## src/rtl/cnn_argmax_classifier_if.sv

```systemverilog
// Handshake and data bundle between the FC/softmax stage and the
// argmax classifier: start/scores in, status and result out.
interface cnn_argmax_classifier_if #(
    parameter int DATA_WIDTH = 32,
    parameter int CLASSES    = 10,
    parameter int IDX_WIDTH  = 4
);
    logic                          start;
    logic [CLASSES*DATA_WIDTH-1:0] scores;
    logic                          busy;
    logic                          done;
    logic [IDX_WIDTH-1:0]          class_idx;
    logic [DATA_WIDTH-1:0]         max_score;
    logic                          nan_flag;

    modport master (
        output start, scores,
        input  busy, done, class_idx, max_score, nan_flag
    );

    modport slave (
        input  start, scores,
        output busy, done, class_idx, max_score, nan_flag
    );
endinterface

```

## src/rtl/cnn_argmax_classifier.sv

```systemverilog
// Sequential argmax over a latched vector of IEEE-754 single scores,
// one class per cycle; NaNs are skipped and flagged, ties keep lowest index.
module cnn_argmax_classifier #(
    parameter int DATA_WIDTH = 32,
    parameter int CLASSES    = 10,
    parameter int IDX_WIDTH  = 4
) (
    input  logic                     clk,
    input  logic                     reset,
    cnn_argmax_classifier_if.slave   bus
);

    localparam logic [DATA_WIDTH-1:0] QNAN = 32'h7FC0_0000;
    localparam logic [IDX_WIDTH-1:0]  LAST = IDX_WIDTH'(CLASSES - 1);

    typedef enum logic [1:0] {
        IDLE = 2'd0,
        SCAN = 2'd1,
        DONE = 2'd2
    } state_t;

    state_t                        state_q, state_d;
    logic [CLASSES*DATA_WIDTH-1:0] vec_q, vec_d;
    logic [IDX_WIDTH-1:0]          cnt_q, cnt_d;
    logic [DATA_WIDTH-1:0]         best_q, best_d;
    logic [IDX_WIDTH-1:0]          best_idx_q, best_idx_d;
    logic                          best_valid_q, best_valid_d;
    logic                          nan_acc_q, nan_acc_d;
    logic [IDX_WIDTH-1:0]          class_idx_q, class_idx_d;
    logic [DATA_WIDTH-1:0]         max_score_q, max_score_d;
    logic                          nan_flag_q, nan_flag_d;

    logic [DATA_WIDTH-1:0]         elem;
    logic                          elem_nan;

    // +0 and -0 compare equal; negatives order by inverted magnitude
    function automatic logic f_gt(
        input logic [DATA_WIDTH-1:0] a,
        input logic [DATA_WIDTH-1:0] b
    );
        logic res;
        if (a[31] != b[31]) begin
            if (a[30:0] == '0 && b[30:0] == '0) res = 1'b0;
            else                                res = !a[31];
        end else if (!a[31]) begin
            res = a[30:0] > b[30:0];
        end else begin
            res = a[30:0] < b[30:0];
        end
        return res;
    endfunction

    // the latched vector shifts down, so the current element is always at the bottom
    assign elem     = vec_q[DATA_WIDTH-1:0];
    assign elem_nan = (&elem[30:23]) && (|elem[22:0]);

    // next-state, running-best update and result capture
    always_comb begin
        state_d      = state_q;
        vec_d        = vec_q;
        cnt_d        = cnt_q;
        best_d       = best_q;
        best_idx_d   = best_idx_q;
        best_valid_d = best_valid_q;
        nan_acc_d    = nan_acc_q;
        class_idx_d  = class_idx_q;
        max_score_d  = max_score_q;
        nan_flag_d   = nan_flag_q;
        unique case (state_q)
            IDLE, DONE: begin
                if (bus.start) begin
                    vec_d        = bus.scores;
                    cnt_d        = '0;
                    best_d       = '0;
                    best_idx_d   = '0;
                    best_valid_d = 1'b0;
                    nan_acc_d    = 1'b0;
                    state_d      = SCAN;
                end else begin
                    state_d      = IDLE;
                end
            end
            SCAN: begin
                vec_d = vec_q >> DATA_WIDTH;
                cnt_d = cnt_q + 1'b1;
                if (elem_nan) begin
                    nan_acc_d = 1'b1;
                end else if (!best_valid_q || f_gt(elem, best_q)) begin
                    best_d       = elem;
                    best_idx_d   = cnt_q;
                    best_valid_d = 1'b1;
                end
                if (cnt_q == LAST) begin
                    state_d     = DONE;
                    class_idx_d = best_idx_d;
                    max_score_d = best_valid_d ? best_d : QNAN;
                    nan_flag_d  = nan_acc_d;
                end
            end
            default: state_d = IDLE;
        endcase
    end

    // state and datapath registers, cleared asynchronously
    always_ff @(posedge clk or negedge reset) begin
        if (!reset) begin
            state_q      <= IDLE;
            vec_q        <= '0;
            cnt_q        <= '0;
            best_q       <= '0;
            best_idx_q   <= '0;
            best_valid_q <= 1'b0;
            nan_acc_q    <= 1'b0;
            class_idx_q  <= '0;
            max_score_q  <= '0;
            nan_flag_q   <= 1'b0;
        end else begin
            state_q      <= state_d;
            vec_q        <= vec_d;
            cnt_q        <= cnt_d;
            best_q       <= best_d;
            best_idx_q   <= best_idx_d;
            best_valid_q <= best_valid_d;
            nan_acc_q    <= nan_acc_d;
            class_idx_q  <= class_idx_d;
            max_score_q  <= max_score_d;
            nan_flag_q   <= nan_flag_d;
        end
    end

    assign bus.busy      = (state_q == SCAN);
    assign bus.done      = (state_q == DONE);
    assign bus.class_idx = class_idx_q;
    assign bus.max_score = max_score_q;
    assign bus.nan_flag  = nan_flag_q;

endmodule

```

## src/flat_wrapper.sv

```systemverilog
// flat-port wrapper written by rule: the top's interface ports become plain ports
module cnn_argmax_classifier_flat 
#(
    parameter int DATA_WIDTH = 32,
    parameter int CLASSES    = 10,
    parameter int IDX_WIDTH  = 4
)
  (clk, reset, bus_start, bus_scores, bus_busy, bus_done, bus_class_idx, bus_max_score, bus_nan_flag);
  cnn_argmax_classifier_if #(.DATA_WIDTH(DATA_WIDTH), .CLASSES(CLASSES), .IDX_WIDTH(IDX_WIDTH)) bus_i ();
  input  logic clk;
  input  logic reset;
  input wire logic [$bits(bus_i.start)-1:0] bus_start;
  input wire logic [$bits(bus_i.scores)-1:0] bus_scores;
  output wire logic [$bits(bus_i.busy)-1:0] bus_busy;
  output wire logic [$bits(bus_i.done)-1:0] bus_done;
  output wire logic [$bits(bus_i.class_idx)-1:0] bus_class_idx;
  output wire logic [$bits(bus_i.max_score)-1:0] bus_max_score;
  output wire logic [$bits(bus_i.nan_flag)-1:0] bus_nan_flag;
  assign bus_i.start = bus_start;
  assign bus_i.scores = bus_scores;
  assign bus_busy = bus_i.busy;
  assign bus_done = bus_i.done;
  assign bus_class_idx = bus_i.class_idx;
  assign bus_max_score = bus_i.max_score;
  assign bus_nan_flag = bus_i.nan_flag;
  cnn_argmax_classifier #(.DATA_WIDTH(DATA_WIDTH), .CLASSES(CLASSES), .IDX_WIDTH(IDX_WIDTH)) u_core (.clk(clk), .reset(reset), .bus(bus_i));
endmodule
```

## config.mk

```make
export PLATFORM = sky130hd
export DESIGN_NAME = cnn_argmax_classifier_flat
export DESIGN_NICKNAME = d
export VERILOG_FILES = /design/src/rtl/cnn_argmax_classifier_if.sv /design/src/rtl/cnn_argmax_classifier.sv /design/src/flat_wrapper.sv
export SDC_FILE = /design/constraint.sdc
export NUM_CORES = 1
export LEC_CHECK = 0
export CAP_MARGIN = 10
export CORE_MARGIN = 5
export CORE_UTILIZATION = 36
export CTS_BUF_LIST = sky130_fd_sc_hd__clkbuf_8
export DETAILED_ROUTE_END_ITERATION = 10
export PLACE_DENSITY = 0.65
export SETUP_SLACK_MARGIN = 0.02
export SLEW_MARGIN = 20
export SYNTH_ARGS = -nofsm -noshare
export SYNTH_HDL_FRONTEND = slang
export SYNTH_SLANG_ARGS = --single-unit
```

## constraint.sdc

```tcl
create_clock -name clk -period 2.7 [get_ports clk]
set_input_delay 0.54 -clock clk [delete_from_list [all_inputs] [get_ports clk]]
set_output_delay 0.54 -clock clk [all_outputs]
set_load 0.02 [all_outputs]
```

==> results.json, run 1 <==
{
  "status": "complete, no violations",
  "drt_pre_antenna_iters": 6,
  "critPathCaptureType": "register",
  "path_clk_slew_ns": 0.06,
  "post-place-ws_ns": 0.0770,
  "critical_path_arrival_ns": 3.23,
  "yosysUniqueCellTypes": 46,
  "max-clock-path-buffers": 3,
  "hold_path.class": "input pin to async pin",
  "ys_seq_elements": 401,
  "leakagePower_nw": 11.5,
  "syn_inst": 1805,
  "place.gp.congestion": 0.907,
  "cts_tree": "done",
  "clkLatencyLatePin_ns": 0.65,
  "drv_cap": 0,
  "dieArea_sq_mm": 0.0541,
  "hold_viol_final": 0,
  "synth_nets": 2161,
  "crit_type": "register to register",
  "period_needed_ns": 2.69,
  "synth-edff-count": 0,
  "port_buffers": 361,
  "period_share": 0.995,
  "cts_max_level": 3,
  "p_per_area_mw_per_mm2": 1180,
  "vias_per_cell": 5.29,
  "yosys.area.top_type": "dfrtp_1",
  "synth_ff_type": "dfrtp_1",
  "regArea_sq_mm": 0.0100,
  "cts_buffers": 73,
  "worst_r2r_endpoint": "u_core.best_q[20]",
  "setup_viol": 0,
  "worst_slew_pin_slew_ns": 0.692,
  "cp-start-kind": "register",
  "slew_headroom": 0.539,
  "cp.required_ns": 3.25,
  "num-fill-cells": 4504,
  "vdd_drop_max_v": 0.000599,
  "synth_area_sq_mm": 0.0178,
  "slowest_stage": "a2111oi_4",
  "path_cells": "inv_2 -> ha_4 -> nand4_1 -> a2111oi_4 -> nor3b_4 -> a41o_1 -> o211ai_4 -> buf_6 -> clkbuf_16 -> mux2i_1",
  "p_total_mw": 29.1,
  "grt_max_degree": 138,
  "area_growth_syn_to_layout_pct": 38.2,
  "finalSetupTns_ns": 0,
  "ioPinCount": 362,
  "fmax_mhz": 372,
  "grt_pass1_vias": 15800,
  "antenna_found_initial": 14,
  "yosysWarningCount": 0,
  "crit_fanout": 7,
  "die_w_um": 233,
  "final_net_count": 2556,
  "ys_top_cells_by_count": "nand2_1, dfrtp_1, a22oi_1",
  "first_iter_violations": 1317,
  "design_area_sq_mm": 0.0247,
  "clkSinkCount": 401,
  "yosysSeqAreaShare": 0.562,
  "drc": 0,
  "crit_family": "compound AO/OA/AOI/OAI gates",
  "wire_per_inst_um": 20.5,
  "syn_area_per_cell_sq_um": 9.89,
  "grt_overflow": 0,
  "coreArea_sq_mm": 0.0490,
  "multi_input_area_sq_mm": 0.00723,
  "reg2reg_depth": 10,
  "slew_viol_final": 0,
  "synth.most_common_cell": "nand2_1",
  "grt_pass1_wl_um": 91200,
  "clock-root-buffer": "clkbuf_8",
  "place_hpwl_um": 41900,
  "cp_num_buf_inv": 3,
  "drive_gt1_frac": 0.113,
  "ant_nets": 0,
  "max_stage_delay_ns": 0.44,
  "synth_top_area_share": 0.562,
  "wl_um": 60100,
  "synthArstFlopShare": 1.00,
  "initial_core_util": 0.365,
  "r2r_start": "u_core.best_q[21]",
  "yosys-top-cells-area": "dfrtp_1, nand2_1, a22oi_1",
  "rsz0062_at_grt": "true",
  "fin_worst_skew_ns": 0.0381,
  "utilization": 0.504,
  "rows": 81,
  "num_vias": 15500,
  "postPlaceCellArea_sq_mm": 0.0226,
  "fin_ws_ns": 0.0134,
  "die_y_um": 233,
  "ff2ff_setup_slack_ns": 0.01,
  "track_usage": 0.215
}
-- flip-flops by register name, indices dropped and copies added (netlist names) --
| name | cells |
|---|---|
| u_core.bus.nan_flag | 1 |
| u_core.best_valid_q | 1 |
| u_core.state_q | 2 |
| u_core.bus.class_idx | 4 |
| u_core.nan_acc_q | 1 |
| u_core.bus.max_score | 32 |
| u_core.vec_q | 320 |
| u_core.best_q | 32 |
| u_core.best_idx_q | 4 |
| u_core.cnt_q | 4 |
-- cells in the final DEF (no fill, tap or decap), types with 12 or more instances in the layout --
cell type	instances
nor3_1	33
o311ai_1	18
mux2i_1	35
clkbuf_8	95
nand2_1	590
buf_4	60
o2111ai_1	26
o21ai_0	12
inv_1	78
clkdlybuf4s50_1	359
nand4_1	15
buf_12	28
dfrtp_1	397
ha_1	25
nor2_1	17
a22oi_1	256
a221o_1	32
a22o_1	32
-- layer usage --
metal  share of wire  vias to the layer above  global-route usage
li1                -                     7247                   -
met1            0.42                     7542               0.287
met2            0.46                      549               0.324
met3           0.093                      116              0.0804
met4           0.024                       12              0.0685
met5          0.0013                        -                   0
-- cell type report --
class / instances / area share
Clock buffer: 95 / 0.0530
Antenna cell: 7 / 0.000710
Tap cell: 664 / 0.0337
Clock inverter: 33 / 0.00791
Timing Repair Buffer: 459 / 0.194
Inverter: 68 / 0.0107
Sequential cell: 401 / 0.407
Multi-Input combinational cell: 1197 / 0.293
-- cell families (layout without fill, tap and decap cells) --
family	count (synthesis)	count (layout)	synth area share
buf+inv	207	655	0.0480
simple gates	703	703	0.159
fa+ha+maj	33	33	0.0231
compound gates	425	425	0.187
mux	36	36	0.0202
flops	401	401	0.562
other cells	0	7	0
-- timing repair --
| item | in CTS | in global routing |
|---|---|---|
| setup buffers | 0 | 28 |
| setup endpoints to repair | 1 | 72 |
| gates cloned | 0 | 4 |
| resized for setup | 1 | 45 |
| endpoints found under the hold margin | 38 | 0 |
| hold buffers | 1 | 0 |
| pin swaps | 0 | 20 |
-- stage by stage --
| stage | hold WS, ns | instances |
|---|---|---|
| 5_1_grt | 0.408 | 2922 |
| 4_1_cts | 0.365 | 2885 |
| 3_5_place_dp | 0.463 | 2756 |
| 3_3_place_gp | 0.458 | 2756 |
| 2_1_floorplan | 0.244 | 1805 |
| 6_report | 0.417 | 2924 |
-- worst reg2reg max path: stages (launching register included) --
cell,delay (ns)
dfrtp_1,0.43
inv_2,0.08
ha_4,0.26
nand4_1,0.22
a2111oi_4,0.44
nor3b_4,0.11
a41o_1,0.31
o211ai_4,0.22
buf_6,0.16
clkbuf_16,0.17
mux2i_1,0.20
-- worst max path at each step --
| stage | start | to | slack (ns) | cells past startpoint |
|---|---|---|---|---|
| 6_report | u_core.best_q[21] | u_core.best_q[20] | 0.01 | 10 |
| 5_1_grt | u_core.best_q[21] | u_core.bus.max_score[22] | -0.11 | 10 |
| 4_1_cts | u_core.best_q[14] | u_core.best_q[28] | 0.04 | 10 |
| 3_5_place_dp | u_core.best_q[14] | u_core.best_q[15] | 0.08 | 10 |
| 3_3_place_gp | u_core.vec_q[9] | u_core.best_q[29] | 0.12 | 9 |
| 2_1_floorplan | u_core.best_q[29] | u_core.bus.max_score[10] | 0.29 | 11 |
-- where the power goes --
part	internal [mW]	total (mW)	switching [mW]
clock network	3.26	5.90	2.64
logic	5.60	12.6	7.00
registers	8.68	10.6	1.93
total	17.5	29.1	11.6
No activity file was read; power rests on OpenSTA's default activity.
==> run 2: changes to the inputs <==
--- a/config.mk
+++ b/config.mk
@@ -7,10 +7,10 @@
 export LEC_CHECK = 0
 export CAP_MARGIN = 10
 export CORE_MARGIN = 5
-export CORE_UTILIZATION = 36
+export CORE_UTILIZATION = 45
 export CTS_BUF_LIST = sky130_fd_sc_hd__clkbuf_8
 export DETAILED_ROUTE_END_ITERATION = 10
-export PLACE_DENSITY = 0.65
+export PLACE_DENSITY = 0.77
 export SETUP_SLACK_MARGIN = 0.02
 export SLEW_MARGIN = 20
 export SYNTH_ARGS = -nofsm -noshare
==> run 2 against run 1 <==
The flow now finishes with violations (setup timing). First-iteration DRC count is 8.8% higher. Non-clock buffer count is 26 lower. Design area decreased by 2.7%. Clock skew down 0.0066 ns. Sequential share of layout area is 1.1 points higher. Maximum frequency shrank 3.2%. Setup slack lost 0.090 ns. Wire length decreased by 4.0%. Cell count down 5.8%. Critical path depth unchanged. Critical path type unchanged.
==> results.json, run 2 (synthesis results as in run 1) <==
{
  "drv_cap": 0,
  "combPwrFrac": 0.420,
  "num-fill-cells": 3254,
  "hold_viol_final": 0,
  "rows": 73,
  "fin_ws_ns": -0.0762,
  "path_clk_slew_ns": 0.06,
  "setup_viol": 52,
  "violations": "setup timing",
  "grt_overflow": 0,
  "place_hpwl_um": 39600,
  "ant_nets": 0,
  "num_vias": 15600,
  "internal-power_mw": 16.8,
  "place.gp.congestion": 0.904,
  "clock-root-buffer": "clkbuf_8",
  "p_seq_frac": 0.380,
  "first_iter_violations": 1433,
  "area_growth_syn_to_layout_pct": 34.5,
  "cts_buffers": 70,
  "worst_slew_pin_slew_ns": 0.857,
  "final_cell_mix": "nand2_1, dfrtp_1, clkdlybuf4s50_1, a22oi_1, clkbuf_8",
  "clock_power_share": 0.200,
  "cp-start-kind": "register",
  "cts_max_level": 3,
  "grt_pass1_vias": 15500,
  "slew_headroom": 0.429,
  "critical_path_arrival_ns": 3.29,
  "final_common_cell": "nand2_1",
  "rsz0062_at_grt": "true",
  "whs_ns": 0.471,
  "top_register": "u_core.vec_q",
  "period_share": 1.03,
  "slew_viol_final": 0,
  "power.switching_mw": 11.3,
  "final_net_count": 2527,
  "critPathCaptureType": "register",
  "grt_pass1_wl_um": 88900,
  "largest_register_ffs": 320,
  "wire_per_inst_um": 20.9,
  "dieArea_sq_mm": 0.0437,
  "die_y_um": 209,
  "antenna_found_initial": 9,
  "status": "finished with violations",
  "drt_pre_antenna_iters": 7,
  "vdd_drop_max_v": 0.000711,
  "port_buffers": 361,
  "track_usage": 0.254,
  "leakagePower_nw": 11.3,
  "clkSinkCount": 401,
  "wl_um": 57700,
  "cp.required_ns": 3.21,
  "max-clock-path-buffers": 3,
  "clkLatencyLatePin_ns": 0.63,
  "fin_worst_skew_ns": 0.0316,
  "initial_core_util": 0.452,
  "crit_type": "register to register",
  "ioPinCount": 362,
  "die_w_um": 209,
  "cts_tree": "done",
  "hold_path.class": "register to register",
  "grt_max_degree": 166,
  "p_per_area_mw_per_mm2": 1170,
  "post-place-ws_ns": 0.00601,
  "period_needed_ns": 2.78,
  "p_sw_frac": 0.401,
  "fmax_mhz": 360,
  "vias_per_cell": 5.66,
  "drc": 0,
  "drive_gt1_frac": 0.0945,
  "coreArea_sq_mm": 0.0395,
  "crit_fanout": 8
}
## run 2: cell types whose count changed in the layout (fill, tap and decap cells not counted), moves of 5 or more
cell	previous run	this run
nor4_1	9	14
inv_1	78	86
o311ai_2	3	9
ha_4	8	2
o311ai_1	18	12
buf_4	60	45
ha_1	25	31
buf_12	28	18
## run 2: area by class of cell
| class | instances | area, sq um | share of cell area |
|---|---|---|---|
| clock buffer | 91 | 1250 | 0.0522 |
| multi-input combinational | 1197 | 7170 | 0.299 |
| sequential | 401 | 10000 | 0.418 |
| inverter | 68 | 263 | 0.0109 |
| timing repair buffer | 433 | 4450 | 0.185 |
| clock inverter | 32 | 169 | 0.00703 |
| tap | 525 | 657 | 0.0274 |
| antenna | 7 | 17.5 | 0.000729 |
## run 2: metal layers
metal / wire length, um / track usage / part of all wire / vias to the layer above
met1: 23200 / 0.339 / 0.40 / 7583
met3: 5920 / 0.0869 / 0.10 / 120
met2: 26700 / 0.389 / 0.46 / 725
met5: 34 / 0 / 0.00059 / -
li1: - / - / - / 7169
met4: 1770 / 0.0896 / 0.031 / 4
## run 2: power groups by stage
stage	Sequential, mW	Clock (mW)	Combinational (mW)
after floorplan	10.2	0	7.28
after global placement	10.6	0	10.7
after detailed placement	10.7	0	10.9
after CTS	10.6	5.76	11.0
after global routing	10.9	6.03	13.0
final	10.7	5.62	11.8
## run 2: through the flow
stage	instances	TNS, ns	power (mW)	cell area [sq um]	util
floorplan	1805	0	17.5	17800	-
global placement	2613	0	21.2	22200	0.563
detailed placement	2613	0	21.5	22200	0.563
CTS	2738	0	27.3	23700	0.600
global route	2754	-4.72	29.9	24000	0.609
finish	2754	-1.55	28.1	24000	0.609
## run 2: what timing repair did
action | CTS | global route
gates cloned | 0 | 3
hold buffers | 1 | 0
pin swaps | 1 | 7
resized for setup | 4 | 32
buffers inserted | 1 | 6
endpoints found under the hold margin | 56 | 0
setup endpoints to repair | 13 | 70
## run 2: critical path, stage by stage (launching register included)
cell      delay (ns)
dfrtp_1         0.41
ha_1            0.32
a211oi_1        0.08
o21a_1          0.19
o21ai_0         0.41
o21ai_2         0.13
a41o_1          0.33
o211ai_4        0.24
buf_12          0.16
buf_12          0.16
mux2i_1         0.23
## run 2: path summary, 6_finish.rpt
check | startpoint | endpoint | slack, ns | cells past startpoint
hold / removal | u_core.bus.nan_flag | u_core.bus.nan_flag | 0.47 | 2
setup reg to reg | u_core.vec_q[8] | u_core.best_q[7] | -0.08 | 10
setup / recovery | u_core.vec_q[8] | u_core.best_q[7] | -0.08 | 10
min in group asynchronous | reset | u_core.vec_q[52] | 0.49 | 2
max in group asynchronous | reset | u_core.vec_q[183] | 1.41 | 3
hold reg to reg | u_core.bus.nan_flag | u_core.bus.nan_flag | 0.47 | 2
